### config.mk
export PLATFORM = sky130hd
export DESIGN_NAME = instruction_fetch_unit
export DESIGN_NICKNAME = d
export VERILOG_FILES = /design/src/rtl/riscv_pkg.sv /design/src/rtl/if_id_reg.sv /design/src/rtl/instruction_fetch_unit.sv
export SDC_FILE = /design/constraint.sdc
export NUM_CORES = 1
export LEC_CHECK = 0
export CAP_MARGIN = 25
export CORE_ASPECT_RATIO = 0.6
export CORE_MARGIN = 2
export CORE_UTILIZATION = 45
export CTS_CLUSTER_DIAMETER = 80
export DETAILED_ROUTE_END_ITERATION = 6
export PLACE_DENSITY = 0.83
export SYNTH_ARGS = -nofsm -noshare
export SYNTH_HDL_FRONTEND = slang
export SYNTH_SLANG_ARGS = --single-unit
export TNS_END_PERCENT = 20
### constraint.sdc
create_clock -name clk -period 2.5 [get_ports clk]
set_input_delay 0.5 -clock clk [delete_from_list [all_inputs] [get_ports clk]]
set_output_delay 0.5 -clock clk [all_outputs]
set_load 0.05 [all_outputs]
### src/rtl/riscv_pkg.sv
// Shared definitions for the RISC-V core pipeline stages.
// Holds the canonical NOP, default PCs and the fetch-stage enums.
package riscv_pkg;

  localparam int          XLEN             = 32;
  localparam logic [31:0] NOP_INST         = 32'h0000_0013;
  localparam logic [31:0] DEFAULT_RESET_PC = 32'h0000_0000;
  localparam logic [31:0] DEFAULT_TRAP_PC  = 32'h0000_0000;

  typedef enum logic [1:0] {
    PC_HOLD,
    PC_SEQ,
    PC_REDIRECT,
    PC_TRAP
  } pc_sel_e;

  typedef enum logic {
    FETCH_RUN,
    FETCH_HALT
  } fetch_state_e;

endpackage

### src/rtl/if_id_reg.sv
// Pipeline register carrying {valid, pc, pc_plus4, inst} between stages.
// Priority is reset > flush > load > hold; a flush keeps the PC fields.
module if_id_reg
  import riscv_pkg::*;
#(
  parameter int WIDTH      = XLEN,
  parameter int INST_WIDTH = 32
) (
  input  logic                  clk,
  input  logic                  rst,
  input  logic                  i_load,
  input  logic                  i_flush,
  input  logic [WIDTH-1:0]      i_pc,
  input  logic [WIDTH-1:0]      i_pc_plus4,
  input  logic [INST_WIDTH-1:0] i_inst,
  output logic                  o_valid,
  output logic [WIDTH-1:0]      o_pc,
  output logic [WIDTH-1:0]      o_pc_plus4,
  output logic [INST_WIDTH-1:0] o_inst
);

  logic                  r_valid;
  logic [WIDTH-1:0]      r_pc;
  logic [WIDTH-1:0]      r_pc_plus4;
  logic [INST_WIDTH-1:0] r_inst;

  always_ff @(posedge clk) begin
    if (rst) begin
      r_valid    <= 1'b0;
      r_pc       <= '0;
      r_pc_plus4 <= '0;
      r_inst     <= INST_WIDTH'(NOP_INST);
    end else if (i_flush) begin
      r_valid <= 1'b0;
      r_inst  <= INST_WIDTH'(NOP_INST);
    end else if (i_load) begin
      r_valid    <= 1'b1;
      r_pc       <= i_pc;
      r_pc_plus4 <= i_pc_plus4;
      r_inst     <= i_inst;
    end
  end

  assign o_valid    = r_valid;
  assign o_pc       = r_pc;
  assign o_pc_plus4 = r_pc_plus4;
  assign o_inst     = r_inst;

endmodule

### src/rtl/instruction_fetch_unit.sv
// Fetch stage: owns the PC, drives the async instruction ROM and fills IF/ID.
// Handles stalls, redirects, misaligned targets and fetches past the ROM end.
module instruction_fetch_unit
  import riscv_pkg::*;
#(
  parameter int               WIDTH      = XLEN,
  parameter int               INST_WIDTH = 32,
  parameter int               INST_NUM   = 1024,
  parameter logic [WIDTH-1:0] RESET_PC   = WIDTH'(DEFAULT_RESET_PC),
  parameter logic [WIDTH-1:0] TRAP_PC    = WIDTH'(DEFAULT_TRAP_PC)
) (
  input  logic                  clk,
  input  logic                  rst,
  input  logic                  stall,
  input  logic                  redirect_valid,
  input  logic [WIDTH-1:0]      redirect_target,
  input  logic [INST_WIDTH-1:0] instruction,
  output logic [WIDTH-1:0]      pc_address,
  output logic                  if_valid,
  output logic [WIDTH-1:0]      if_pc,
  output logic [WIDTH-1:0]      if_pc_plus4,
  output logic [INST_WIDTH-1:0] if_inst,
  output logic                  fetch_fault,
  output logic                  misalign_err,
  output logic [31:0]           fetch_count
);

  localparam longint unsigned ROM_BYTES = 64'(INST_NUM) * 64'd4;

  logic [WIDTH-1:0] r_pc;
  fetch_state_e     r_state;
  logic             r_fetch_fault;
  logic             r_misalign_err;
  logic [31:0]      r_fetch_count;

  fetch_state_e     w_state_next;
  pc_sel_e          w_pc_sel;
  logic [WIDTH-1:0] w_pc_next;
  logic [WIDTH-1:0] w_pc_plus4;
  logic             w_in_range;
  logic             w_aligned;
  logic             w_load;
  logic             w_flush;
  logic             w_set_fault;
  logic             w_set_misalign;
  logic             w_count_inc;

  assign w_pc_plus4 = r_pc + WIDTH'(4);
  assign w_in_range = 64'(r_pc) < ROM_BYTES;
  assign w_aligned  = (redirect_target[1:0] == 2'b00);

  // HALT remembers that fetch ran off the ROM; only a redirect leaves it,
  // while the visible fetch_fault flag stays sticky until reset.
  always_ff @(posedge clk) begin
    if (rst) r_state <= FETCH_RUN;
    else     r_state <= w_state_next;
  end

  always_comb begin
    w_state_next   = r_state;
    w_pc_sel       = PC_HOLD;
    w_load         = 1'b0;
    w_flush        = 1'b0;
    w_set_fault    = 1'b0;
    w_set_misalign = 1'b0;
    w_count_inc    = 1'b0;
    if (redirect_valid) begin
      w_flush      = 1'b1;
      w_state_next = FETCH_RUN;
      if (w_aligned) begin
        w_pc_sel = PC_REDIRECT;
      end else begin
        w_pc_sel       = PC_TRAP;
        w_set_misalign = 1'b1;
      end
    end else if (r_state == FETCH_HALT) begin
      w_flush = 1'b1;
    end else if (stall) begin
      w_pc_sel = PC_HOLD;
    end else if (w_in_range) begin
      w_load      = 1'b1;
      w_pc_sel    = PC_SEQ;
      w_count_inc = 1'b1;
    end else begin
      w_flush      = 1'b1;
      w_set_fault  = 1'b1;
      w_state_next = FETCH_HALT;
    end
  end

  always_comb begin
    w_pc_next = r_pc;
    case (w_pc_sel)
      PC_SEQ:      w_pc_next = w_pc_plus4;
      PC_REDIRECT: w_pc_next = redirect_target;
      PC_TRAP:     w_pc_next = TRAP_PC;
      default:     w_pc_next = r_pc;
    endcase
  end

  always_ff @(posedge clk) begin
    if (rst) begin
      r_pc           <= RESET_PC;
      r_fetch_fault  <= 1'b0;
      r_misalign_err <= 1'b0;
      r_fetch_count  <= '0;
    end else begin
      r_pc <= w_pc_next;
      if (w_set_fault)    r_fetch_fault  <= 1'b1;
      if (w_set_misalign) r_misalign_err <= 1'b1;
      if (w_count_inc && (r_fetch_count != '1))
        r_fetch_count <= r_fetch_count + 32'd1;
    end
  end

  if_id_reg #(
    .WIDTH      (WIDTH),
    .INST_WIDTH (INST_WIDTH)
  ) u_if_id (
    .clk        (clk),
    .rst        (rst),
    .i_load     (w_load),
    .i_flush    (w_flush),
    .i_pc       (r_pc),
    .i_pc_plus4 (w_pc_plus4),
    .i_inst     (instruction),
    .o_valid    (if_valid),
    .o_pc       (if_pc),
    .o_pc_plus4 (if_pc_plus4),
    .o_inst     (if_inst)
  );

  assign pc_address   = r_pc;
  assign fetch_fault  = r_fetch_fault;
  assign misalign_err = r_misalign_err;
  assign fetch_count  = r_fetch_count;

endmodule
# Yosys cells after proc, flatten, opt, wreduce, memory -nomap -nowiden

Index checks and enable logic that the tools add are counted.

Bits in registers: 164
Input port bits: 68
Output and inout bits: 163
Logic and storage cells: 41

Add/subtract/negate cells: 2
Magnitude comparators: 1
Equality and inequality tests: 4
Mux-type cells: 18
Bitwise gates (word level): 1
Reduce and logical (&&, ||, !) cells: 6

Operator list:

| kind                                                  | count |
|---|---|
| one-hot mux 32 bit (3 select lines)                   | 1 |
| adder 32 x 1 -> 32 bit (second input constant)        | 1 |
| adder 32 x 3 -> 32 bit (second input constant)        | 1 |
| < comparator 32 x 13 -> 1 bit (second input constant) | 1 |
| != test 32 bit (second input constant)                | 1 |
| 2-to-1 mux 1 bit                                      | 16 |
| == test 2 bit (second input constant)                 | 2 |
| OR reduction 2 bit                                    | 2 |
| nonzero test 3 bit                                    | 1 |
| == test 2 x 1 -> 1 bit (second input constant)        | 1 |
| zero test 2 bit                                       | 1 |
| 2-to-1 mux 2 bit                                      | 1 |
| AND reduction 2 bit                                   | 1 |
| logical AND 1 bit                                     | 1 |
| NOT 1 bit                                             | 1 |

# Logic depth before layout (Yosys ltp)

Depth in word-level cells: 7
Gate-level depth with buffers: 8
Depth with buffers taken out: 6

# By module

Synthesis repeated with hierarchy kept, for this count alone.

Cells, all modules: 847
Area, all modules: 7771.2 um^2

Modules (own cells, without submodules):

| module                 | times used | cells an instance | area each (um^2) | sequential area each (um^2) |
|---|---|---|---|---|
| if_id_reg              | 1          | 400               | 4201.5           | 1941.9 |
| instruction_fetch_unit | 1          | 447               | 3569.7           | 1341.3 |

# Worst setup path after synthesis

No wires, ideal clock.

Path type: flip-flop to flip-flop
From: register r_fetch_count[1] (netlist: fetch_count[1])
To: register r_fetch_count[5] (netlist: fetch_count[5])
Setup time: 123 ps
Arrival: 2382 ps
Required time: 2377 ps
Slack: -6 ps
Stages on the path, launching flop included: 8
Buffers on the path: 1
Clock period less this slack: 2506 ps
Cells stage by stage: dfxtp_1 -> ha_1 -> nand3_1 -> or4_4 -> nor3_4 -> buf_2 -> nor4b_1 -> mux2_1

Longest elaborated chain between the ends: 2
Elaborated cells between the ends (all ways): 3
Those cells by class: 1 x add/sub; 1 x eq/ne; 1 x reduce/logical

RTL lines:

| what                                                           | RTL line                      | text |
|---|---|---|
| start: declaration                                             | instruction_fetch_unit.sv:34  | `logic [31:0] r_fetch_count;` |
| start signal: assignment                                       | instruction_fetch_unit.sv:112 | `r_fetch_count <= r_fetch_count + 32'd1;` |
| branches (longest 2 deep; another with adder 32 x 1 -> 32 bit) | n/a                           |  |

Several ways; the timed one is not identified.
A chain may end at the register's enable or synchronous reset.

# Worst setup path in the final report

From: register r_pc[14] (netlist: pc_address[14])
To: register r_fetch_count[6] (netlist: fetch_count[6])

Longest elaborated chain between the ends: 6

RTL lines:

| what                          | RTL line                      | text |
|---|---|---|
| start: declaration            | instruction_fetch_unit.sv:30  | `logic [WIDTH-1:0] r_pc;` |
| start signal: assignment      | instruction_fetch_unit.sv:108 | `r_pc <= w_pc_next;` |
| < comparator 32 x 13 -> 1 bit | instruction_fetch_unit.sv:49  | `assign w_in_range = 64'(r_pc) < ROM_BYTES;` |
| 2-to-1 mux 1 bit              | instruction_fetch_unit.sv:80  | `end else if (w_in_range) begin` |
| 2-to-1 mux 1 bit              | instruction_fetch_unit.sv:78  | `end else if (stall) begin` |
| 2-to-1 mux 1 bit              | instruction_fetch_unit.sv:76  | `end else if (r_state == FETCH_HALT) begin` |
| 2-to-1 mux 1 bit              | instruction_fetch_unit.sv:67  | `if (redirect_valid) begin` |
| logical AND 1 bit             | instruction_fetch_unit.sv:111 | `if (w_count_inc && (r_fetch_count != '1))` |

No other way between the ends.

==> impl_results.md <==
- PwrDens: ~610 mW/mm2
- Seq/Total Area, Yosys: 51.29%
- Async S/R FF share, synth: 0%
- Max Cap Violations: 0
- Fin Hold WS: 0.4536 ns
- Clk slew on worst S/H paths: 0.07 ns
- Required time of the critical path: 2.77 ns
- Overflow after GRT: 0
- Synth Flop Type: dfxtp_1
- Fin Clk Skew: 0.01342 ns
- Max clock buf depth: 2
- Initial antenna violation count: 0
- HP Class: flop to flop
- Distinct cells, synth: 49
- CP Capture Type: flop
- Nets@finish: between 1,000 and 1,500
- Number of routed nets with antenna violations: 0
- Drt drc: 0
- Placer Congestion: 0.8697
- Final hold viol count: 0
- Via/cell ratio: 5.291
- CTS tree: yes
- Design Power: between 5000 and 6000 uW
- Share of cells above drive strength 1: 9.232%
- Die height: about 96 um
- Fin. max-slew vios: 0
- Starting DRT DRC Count: 369
- Post-route core utilization: between 60 and 70%
- Synth Net Count: 795
- #FFs+latches synth: 162
- Setup Buffers After CTS: 0
- CTS Buf Count: 17
- Mapped Cells: 725
- Setup CP Type: flop to flop
- Worst rel slew slack: 60.66%
- Post-route minimum period: 2.357 ns
- Vias: 6,116
- Setup crit start kind: flop
- Die W: about 160 um
- Post-synthesis to final-layout area growth: 51.05%
- Rows: 33
- Max IR drop VDD: 0.0004145 V
- Worst-Skew Late Latency: between 0.4 and 0.5 ns
- H-Tree Depth: 4
- Status: finished clean
- Io pins: 231
- WL/cell: 15.68 um
- Fmax: 424.3 MHz
- Syn Area/Cell: 8.722 um2
- DR pass1 iterations: 5
- EDFF count, synth: 0
- Global Route Usage Sum: 23.61%
- First-pass GRT wire length: 28,370 um
- Clock root buffer: clkbuf_16
- Final period util: 94.28%
- DPL Wire Length: 12,630 um
- TNS Setup: 0 ns
- Synth Cell Area: 0.006324 mm2
- Worst EP arrival: 2.63 ns
- Antenna diode instance count: 0
- TritonCTS Sinks: ~160
- Synth warn: 0
- RSZ-0062 raised after global routing: no
- Worst-Margin Slew: just under 0.6 ns
- Final setup viols: 0
- Area of the die: 0.01505 mm2
- Leak pwr: 0.003468 uW
- Largest net degree at the start of global routing: 63
- IO Port Bufs: 230
- Starting Density: around 46%
- Aggregate routed wire length: 18,130 um
- Core footprint: around 0.014 mm2
- Number of global-route vias before repair: 5,520
- Worst Path Max Fanout: 40
registers in the layout, indices dropped and copies added, names as in the netlist:
signal              flops
misalign_err            1
r_state                 1
u_if_id.o_inst         32
u_if_id.o_pc           30
fetch_count            32
pc_address             32
u_if_id.o_pc_plus4     32
fetch_fault             1
u_if_id.o_valid         1
critical path, cell delays in order (launching register included):
cell	delay [ns]
dfxtp_1	0.33
nor4_1	0.37
buf_4	0.19
and2_1	0.24
nand3_4	0.29
buf_6	0.30
o311ai_0	0.35
o41ai_1	0.13
synthesized netlist by cell type (6+ instances only):
cell type / count / area [um2]
and2_1: 6 / 37.54
or3_1: 7 / 43.79
or4_1: 21 / 157.7
nor2_1: 51 / 191.4
a21oi_1: 79 / 395.4
nand3_1: 20 / 100.1
clkbuf_1: 45 / 168.9
nor4_1: 6 / 37.54
a211oi_1: 12 / 90.09
and3_1: 47 / 294.0
nand2_1: 117 / 439.2
o21ai_0: 11 / 55.05
nor3_1: 8 / 40.04
buf_4: 9 / 67.56
o31ai_1: 21 / 157.7
a22oi_1: 19 / 142.6
nand4_1: 14 / 87.58
dfxtp_1: 162 / 3243
cell type report:
cell class,count,area (um2)
clock inverters,15,166.4
multi-input cells,499,2834
fillers,1080,4156
well taps,192,240.2
inverters,5,18.77
flip-flops and latches,162,3246
repair buffers,266,2621
clock buffers,17,425.4
per-layer routing:
metal	part of all wire, %	vias up	GRT usage (%)
li1	-	3049	-
met1	47	2825	33.06
met2	43	233	35.56
met3	8.4	9	7.429
met4	0.72	0	5.833
met5	0	-	0
stage by stage:
stage               instance area (um2)  worst slack [ns]  instances
detailed placement                 8944          -0.07162       1124
global route                       9552           0.02152       1156
global placement                   8944          0.003081       1124
finish                             9552            0.1431       1156
CTS                                9535           0.06714       1156
floorplan                          6326           0.01772        725
cells by family after synthesis:
family | synth area share, %
buffers and inverters | 4.412
flip-flops | 51.29
AO/OA/AOI/OAI | 15.87
multiplexers | 0.8706
AND/OR/NAND/NOR | 25.92
XOR/XNOR | 1.246
adder cells (fa/ha/maj) | 0.3957
worst paths after layout:
kind | endpoint | slack, ns | depth (start not counted) | startpoint
worst min register to register | u_if_id.o_pc[2]$_SDFFE_PP0P_ | 0.45 | 2 | u_if_id.o_pc[2]$_SDFFE_PP0P_
worst min-delay path | u_if_id.o_pc[2]$_SDFFE_PP0P_ | 0.45 | 2 | u_if_id.o_pc[2]$_SDFFE_PP0P_
worst max-delay path | fetch_count[6]$_SDFFE_PP0P_ | 0.14 | 7 | pc_address[14]$_SDFFE_PP0P_
worst max register to register | fetch_count[6]$_SDFFE_PP0P_ | 0.14 | 7 | pc_address[14]$_SDFFE_PP0P_
cell usage in the layout, fill, tap and decap left out, types with 3 or more instances in the layout:
master           instances
nor4_2                   3
nand2_1                117
inv_1                    5
dfxtp_1                160
buf_4                   31
clkinv_4                 4
a31oi_1                  5
o31ai_1                 21
buf_12                   4
clkdlybuf4s50_1        229
nor4_1                   5
nand3_1                 20
nor3_1                   8
and4_1                   4
clkbuf_16               17
nand3b_1                 3
xnor2_1                  4
and2_1                   6
or4_1                   21
or3_1                    7
clkinv_8                 3
nand4_1                 14
and3_1                  47
or2_2                    3
a21oi_1                 79
inv_8                    6
mux2_2                   3
o21ai_0                 11
xor2_1                   5
a211oi_1                12
a22oi_1                 19
nor2_1                  50
nor2b_1                  4
power by group:
| group | internal, uW | switching (uW) | total (uW) | leakage [uW] |
|---|---|---|---|---|
| Clock | 1340 | 1190 | 2540 | 0.000283 |
| Combinational | 263 | 398 | 661 | 0.00188 |
| Sequential | 2620 | 33.6 | 2650 | 0.00131 |
what timing repair did:
item,in CTS,in global routing
setup endpoints to repair,0,14
hold buffers,0,0
gates resized for setup,0,3
No activity file was read; power rests on OpenSTA's default activity.
